### src/rtl/booth_step_sequencer.sv
// booth_step_sequencer: steps the Booth multiplier datapath through N iterations.
// A sequence is requested with start and is given a step count on term_count.
// The block runs IDLE -> RUN (count 0..N-1) -> DONE (one cycle) and returns to IDLE.
// enable stalls the count and abort cancels the run. auto_restart reruns the latched N.
// Every output is either a register or a decode of registered state.
module booth_step_sequencer #(
  parameter int MAX_COUNT = 32,
  parameter int NBITS     = $clog2(MAX_COUNT + 1)
) (
  input  logic             clk,
  input  logic             reset,
  input  logic             start,
  input  logic [NBITS-1:0] term_count,
  input  logic             enable,
  input  logic             abort,
  input  logic             auto_restart,
  output logic [NBITS-1:0] count,
  output logic             busy,
  output logic             flagStart,
  output logic             flagLast,
  output logic             flagReady,
  output logic             start_err,
  output logic [1:0]       state_dbg
);

  // Start handshake: a start request is accepted in IDLE (if abort is low) and in DONE.
  // It is accepted in the same cycle that start is high, and term_count is latched on
  // that edge. There is no ready signal. A start in RUN is dropped, and start_err
  // reports it one cycle later as a single-cycle pulse.

  typedef enum logic [1:0] {
    ST_IDLE = 2'd0,
    ST_RUN  = 2'd1,
    ST_DONE = 2'd2
  } state_t;

  state_t           state, state_nxt;
  logic [NBITS-1:0] count_q, count_nxt;
  logic [NBITS-1:0] n_lat, n_lat_nxt;
  logic             start_err_q, start_err_nxt;
  logic [NBITS-1:0] last_idx;

  // Map a requested step count into the legal range 1..MAX_COUNT.
  function automatic logic [NBITS-1:0] clamp_n(input logic [NBITS-1:0] tc);
    logic [NBITS-1:0] r;
    if (tc == '0) begin
      r = NBITS'(1);
    end else if (tc > NBITS'(MAX_COUNT)) begin
      r = NBITS'(MAX_COUNT);
    end else begin
      r = tc;
    end
    return r;
  endfunction

  assign last_idx = n_lat - NBITS'(1);

  // State, step counter, latched step count and error pulse registers.
  always_ff @(posedge clk) begin
    if (reset) begin
      state       <= ST_IDLE;
      count_q     <= '0;
      n_lat       <= NBITS'(1);
      start_err_q <= 1'b0;
    end else begin
      state       <= state_nxt;
      count_q     <= count_nxt;
      n_lat       <= n_lat_nxt;
      start_err_q <= start_err_nxt;
    end
  end

  // Next-state logic. In RUN, abort wins over enable and start. In DONE the exits
  // are tried in the order abort, start, auto_restart.
  always_comb begin
    state_nxt     = state;
    count_nxt     = count_q;
    n_lat_nxt     = n_lat;
    start_err_nxt = 1'b0;
    case (state)
      ST_IDLE: begin
        count_nxt = '0;
        if (start && !abort) begin
          state_nxt = ST_RUN;
          n_lat_nxt = clamp_n(term_count);
        end
      end
      ST_RUN: begin
        if (abort) begin
          state_nxt = ST_IDLE;
          count_nxt = '0;
        end else begin
          start_err_nxt = start;
          if (enable) begin
            if (count_q == last_idx) begin
              state_nxt = ST_DONE;
              count_nxt = '0;
            end else begin
              count_nxt = count_q + NBITS'(1);
            end
          end
        end
      end
      ST_DONE: begin
        count_nxt = '0;
        if (abort) begin
          state_nxt = ST_IDLE;
        end else if (start) begin
          state_nxt = ST_RUN;
          n_lat_nxt = clamp_n(term_count);
        end else if (auto_restart) begin
          state_nxt = ST_RUN;
        end else begin
          state_nxt = ST_IDLE;
        end
      end
      default: begin
        state_nxt = ST_IDLE;
        count_nxt = '0;
      end
    endcase
  end

  assign count     = count_q;
  assign busy      = (state == ST_RUN) || (state == ST_DONE);
  assign flagStart = (state == ST_RUN) && (count_q == '0);
  assign flagLast  = (state == ST_RUN) && (count_q == last_idx);
  assign flagReady = (state == ST_DONE);
  assign start_err = start_err_q;
  assign state_dbg = state;

endmodule

### config.mk
export PLATFORM = sky130hd
export DESIGN_NAME = booth_step_sequencer
export DESIGN_NICKNAME = d
export VERILOG_FILES = /design/src/rtl/booth_step_sequencer.sv
export SDC_FILE = /design/constraint.sdc
export NUM_CORES = 1
export LEC_CHECK = 0
export CORE_AREA = 10 10 52 64
export CTS_CLUSTER_SIZE = 14
export DETAILED_ROUTE_END_ITERATION = 7
export DIE_AREA = 0 0 62 74
export GPL_TIMING_DRIVEN = 1
export PLACE_DENSITY = 0.76
export SLEW_MARGIN = 40
export SYNTH_ARGS = -nofsm -noshare
export SYNTH_HDL_FRONTEND = slang
export SYNTH_SLANG_ARGS = --single-unit
### constraint.sdc
create_clock -name clk -period 3.4 [get_ports clk]
set_input_delay 1.02 -clock clk [delete_from_list [all_inputs] [get_ports clk]]
set_output_delay 1.02 -clock clk [all_outputs]
set_load 0.01 [all_outputs]
==> results.sh <==
export IMPL_status="finished, final reports clean"
export IMPL_detail_route_antenna_nets=0
export IMPL_vias_per_cell=5.323
export IMPL_area_growth_synth_to_final_pct=35.37
export IMPL_ir_drop_worst_vdd_v=0.0003680
export IMPL_startpoint_types="register"
export IMPL_netlist_area_leader_share=0.3053
export IMPL_die_w_um=62
export IMPL_endpoint="flagLast"
export IMPL_period_minus_slack_ps=3270
export IMPL_port_buffer_count=24
export IMPL_tns_ps=0
export IMPL_ys_async_sr_fraction=0
export IMPL_grt_antenna_before_repair=0
export IMPL_wl_per_cell_um=13.86
export IMPL_gr_usage_all_layers=0.1212
export IMPL_core_area_mm2=0.002163
export IMPL_setup_worst_path_start="n_lat[0]"
export IMPL_largest_net_degree_at_the_start_of_global_routing=16
export IMPL_floorplan_initialDensity=0.4546
export IMPL_mappedNetlistNets=142
export IMPL_detail_route_first_pass_iterations=4
export IMPL_finalHoldViolations=0
export IMPL_post_synth_main_area_contributors="sky130_fd_sc_hd__dfxtp_1 (31%), sky130_fd_sc_hd__ha_1 (8.9%), sky130_fd_sc_hd__a21oi_1 (5.6%)"
export IMPL_yosys_warnings=0
export IMPL_max_slew_worst_pin_slew_ps=796.8
export IMPL_synth_area_leader_cell="sky130_fd_sc_hd__dfxtp_1"
export IMPL_postSynthRegisterBits=15
export IMPL_drc=0
export IMPL_cts_clk_slew_worst_paths_ps=80
export IMPL_cells_after_synth=123
export IMPL_dp_hpwl_um=2057
export IMPL_source_to_sink_clock_delay_at_the_later_pin_of_the_worst_skew_pair_ps=300
export IMPL_worstPathArrival_ps=2250
export IMPL_power_per_cell_area_mw_per_mm2=457.4
export IMPL_synth_area_um2=983.4
export IMPL_maxSlewViolCount=0
export IMPL_grt_pass1_vias=997
export IMPL_number_of_enable_flip_flop_cells_after_synthesis=0
export IMPL_via_count=990
export IMPL_layout_drive_gt1_share=0.1032
export IMPL_yosys_most_used_dff="sky130_fd_sc_hd__dfxtp_1"
export IMPL_clock_skew_final_ps=13.20
export IMPL_final_period_utilization=0.9617
export IMPL_cts_sinks=15
export IMPL_timing_critical_path_required_ps=2380
export IMPL_path_max_fanout=2
export IMPL_worstSetupPathType="register to primary output"
export IMPL_finish_net_count=175
export IMPL_gr_ovfl_total=0
export IMPL_sequential_fraction_of_the_synthesis_area=0.3053
export IMPL_timing_fmax_ghz=0.3058
export IMPL_route_final_wire_length_um=2578
export IMPL_gp_congestion=0.8482
export IMPL_r2r_worst_path_cells=6
export IMPL_netlist_cell_type_count=35
export IMPL_max_root_sink_buffers=2
export IMPL_setup_worst_path_end_class="primary output"
export IMPL_cts_htree_levels=1
export IMPL_tritoncts="done"
export IMPL_cts_root_buffer="sky130_fd_sc_hd__clkbuf_4"
export IMPL_pin_count=25
export IMPL_timing_reg2reg_setup_slack_ps=1230
export IMPL_timing_rr_end="state_dbg[0]"
export IMPL_placement_rows=19
export IMPL_fp_dieArea_mm2=0.004588
export IMPL_holdBufCountCts=0
export IMPL_worstReg2RegStart="n_lat[0]"
export IMPL_drv_max_cap_violation_count=0
export IMPL_mostFrequentLayoutCell="sky130_fd_sc_hd__clkdlybuf4s50_1"
export IMPL_report_final_setup_viol=0
export IMPL_holdCritPathClass="register to register"
export IMPL_antennaDiodeCount=0
export IMPL_grt_pass1_wl_um=4250
export IMPL_die_y_um=74
export IMPL_p_leak_nw=0.5149
export IMPL_max_slew_headroom=0.4677
export IMPL_first_iter_violations=33
export IMPL_rsz0062_at_grt="false"
export IMPL_most_common_layout_cells="sky130_fd_sc_hd__clkdlybuf4s50_1 (23), sky130_fd_sc_hd__dfxtp_1 (15), sky130_fd_sc_hd__nor2_1 (11), sky130_fd_sc_hd__a21oi_1 (11)"
export IMPL_fin_util=0.6154
export IMPL_cts_buffers_inserted=3
export IMPL_syn_avg_cell_area_um2=7.995
[cell usage after synthesis, drive strengths merged (4+ instances only)]
cell type,count
a21oi,11
clkbuf,4
dfxtp,15
ha,7
inv,8
nand2b,7
nor2,12
nor2b,4
nor3b,5
xnor2,6
[where the power goes]
group	switching, mW	internal, mW	leakage [nW]
Sequential	0.0167	0.191	0.122
Clock	0.0598	0.0458	0.0150
Combinational	0.145	0.151	0.378
Total	0.222	0.387	0.515
[layout make-up]
class                   instances  area (um^2)
fillers                       187        832.0
multi-input cells              96        640.6
flip-flops and latches         15        300.3
repair buffers                 32        295.3
well taps                      31        38.79
inverters                       8        30.03
clock buffers                   4        26.28
[flip-flops by register name, summed over array words and instances, names as in the netlist]
register	cells
count	6
n_lat	6
state_dbg	2
start_err	1
[critical path, stage by stage (launching register included)]
cell,delay [ps]
sky130_fd_sc_hd__dfxtp_1,310
sky130_fd_sc_hd__or4_1,530
sky130_fd_sc_hd__or3_1,320
sky130_fd_sc_hd__a2111o_1,400
sky130_fd_sc_hd__nor2_2,140
sky130_fd_sc_hd__and2_1,140
sky130_fd_sc_hd__buf_2,130
[routing by layer]
metal  part of all wire  global-route usage  vias to the layer above
met2               0.52              0.2215                       18
met5                  0                   0                        -
met4              0.022             0.05970                        0
met1               0.40              0.1175                      463
li1                   -                   -                      502
met3              0.052             0.03748                        7
[through the flow]
step / setup slack [ps] / area, um^2 / hold WS, ps / power, mW / instances
after floorplan: 407.8 / 983.4 / 485.1 / 0.3658 / 123
after global placement: 18.42 / 1300 / 532.2 / 0.4908 / 181
after detailed placement: 15.68 / 1300 / 546.3 / 0.4977 / 181
after CTS: 17.73 / 1330 / 565.2 / 0.6037 / 185
after global routing: 54.26 / 1331 / 609.0 / 0.6432 / 186
final: 130.1 / 1331 / 554.7 / 0.6090 / 186
[cell families after synthesis]
kind of cell | after synthesis | share of synthesized area
xor gates and xnor gates | 7 | 0.06234
AOI/OAI and AO/OA | 29 | 0.1883
DFF | 15 | 0.3053
buffers and inverters | 12 | 0.04580
adders and majority gates | 7 | 0.08905
muxes | 1 | 0.01018
and+or+nand+nor | 52 | 0.2990
[how the worst min path moves through the flow]
stage | from | slack, ps | to | cells past startpoint
after detailed placement | n_lat[5] | 550 | n_lat[5] | 2
after global placement | n_lat[5] | 530 | n_lat[5] | 2
after global routing | n_lat[4] | 610 | n_lat[4] | 2
final | n_lat[5] | 550 | n_lat[5] | 2
after floorplan | n_lat[5] | 490 | n_lat[5] | 2
after CTS | n_lat[5] | 570 | n_lat[5] | 2
[repair_timing]
action	CTS	global route
pin swaps	0	2
resized for setup	4	1
setup buffers	0	1
endpoints found under the setup margin	1	1
hold endpoints to repair	0	0
Note: power is estimated with default switching activity, not from simulation.
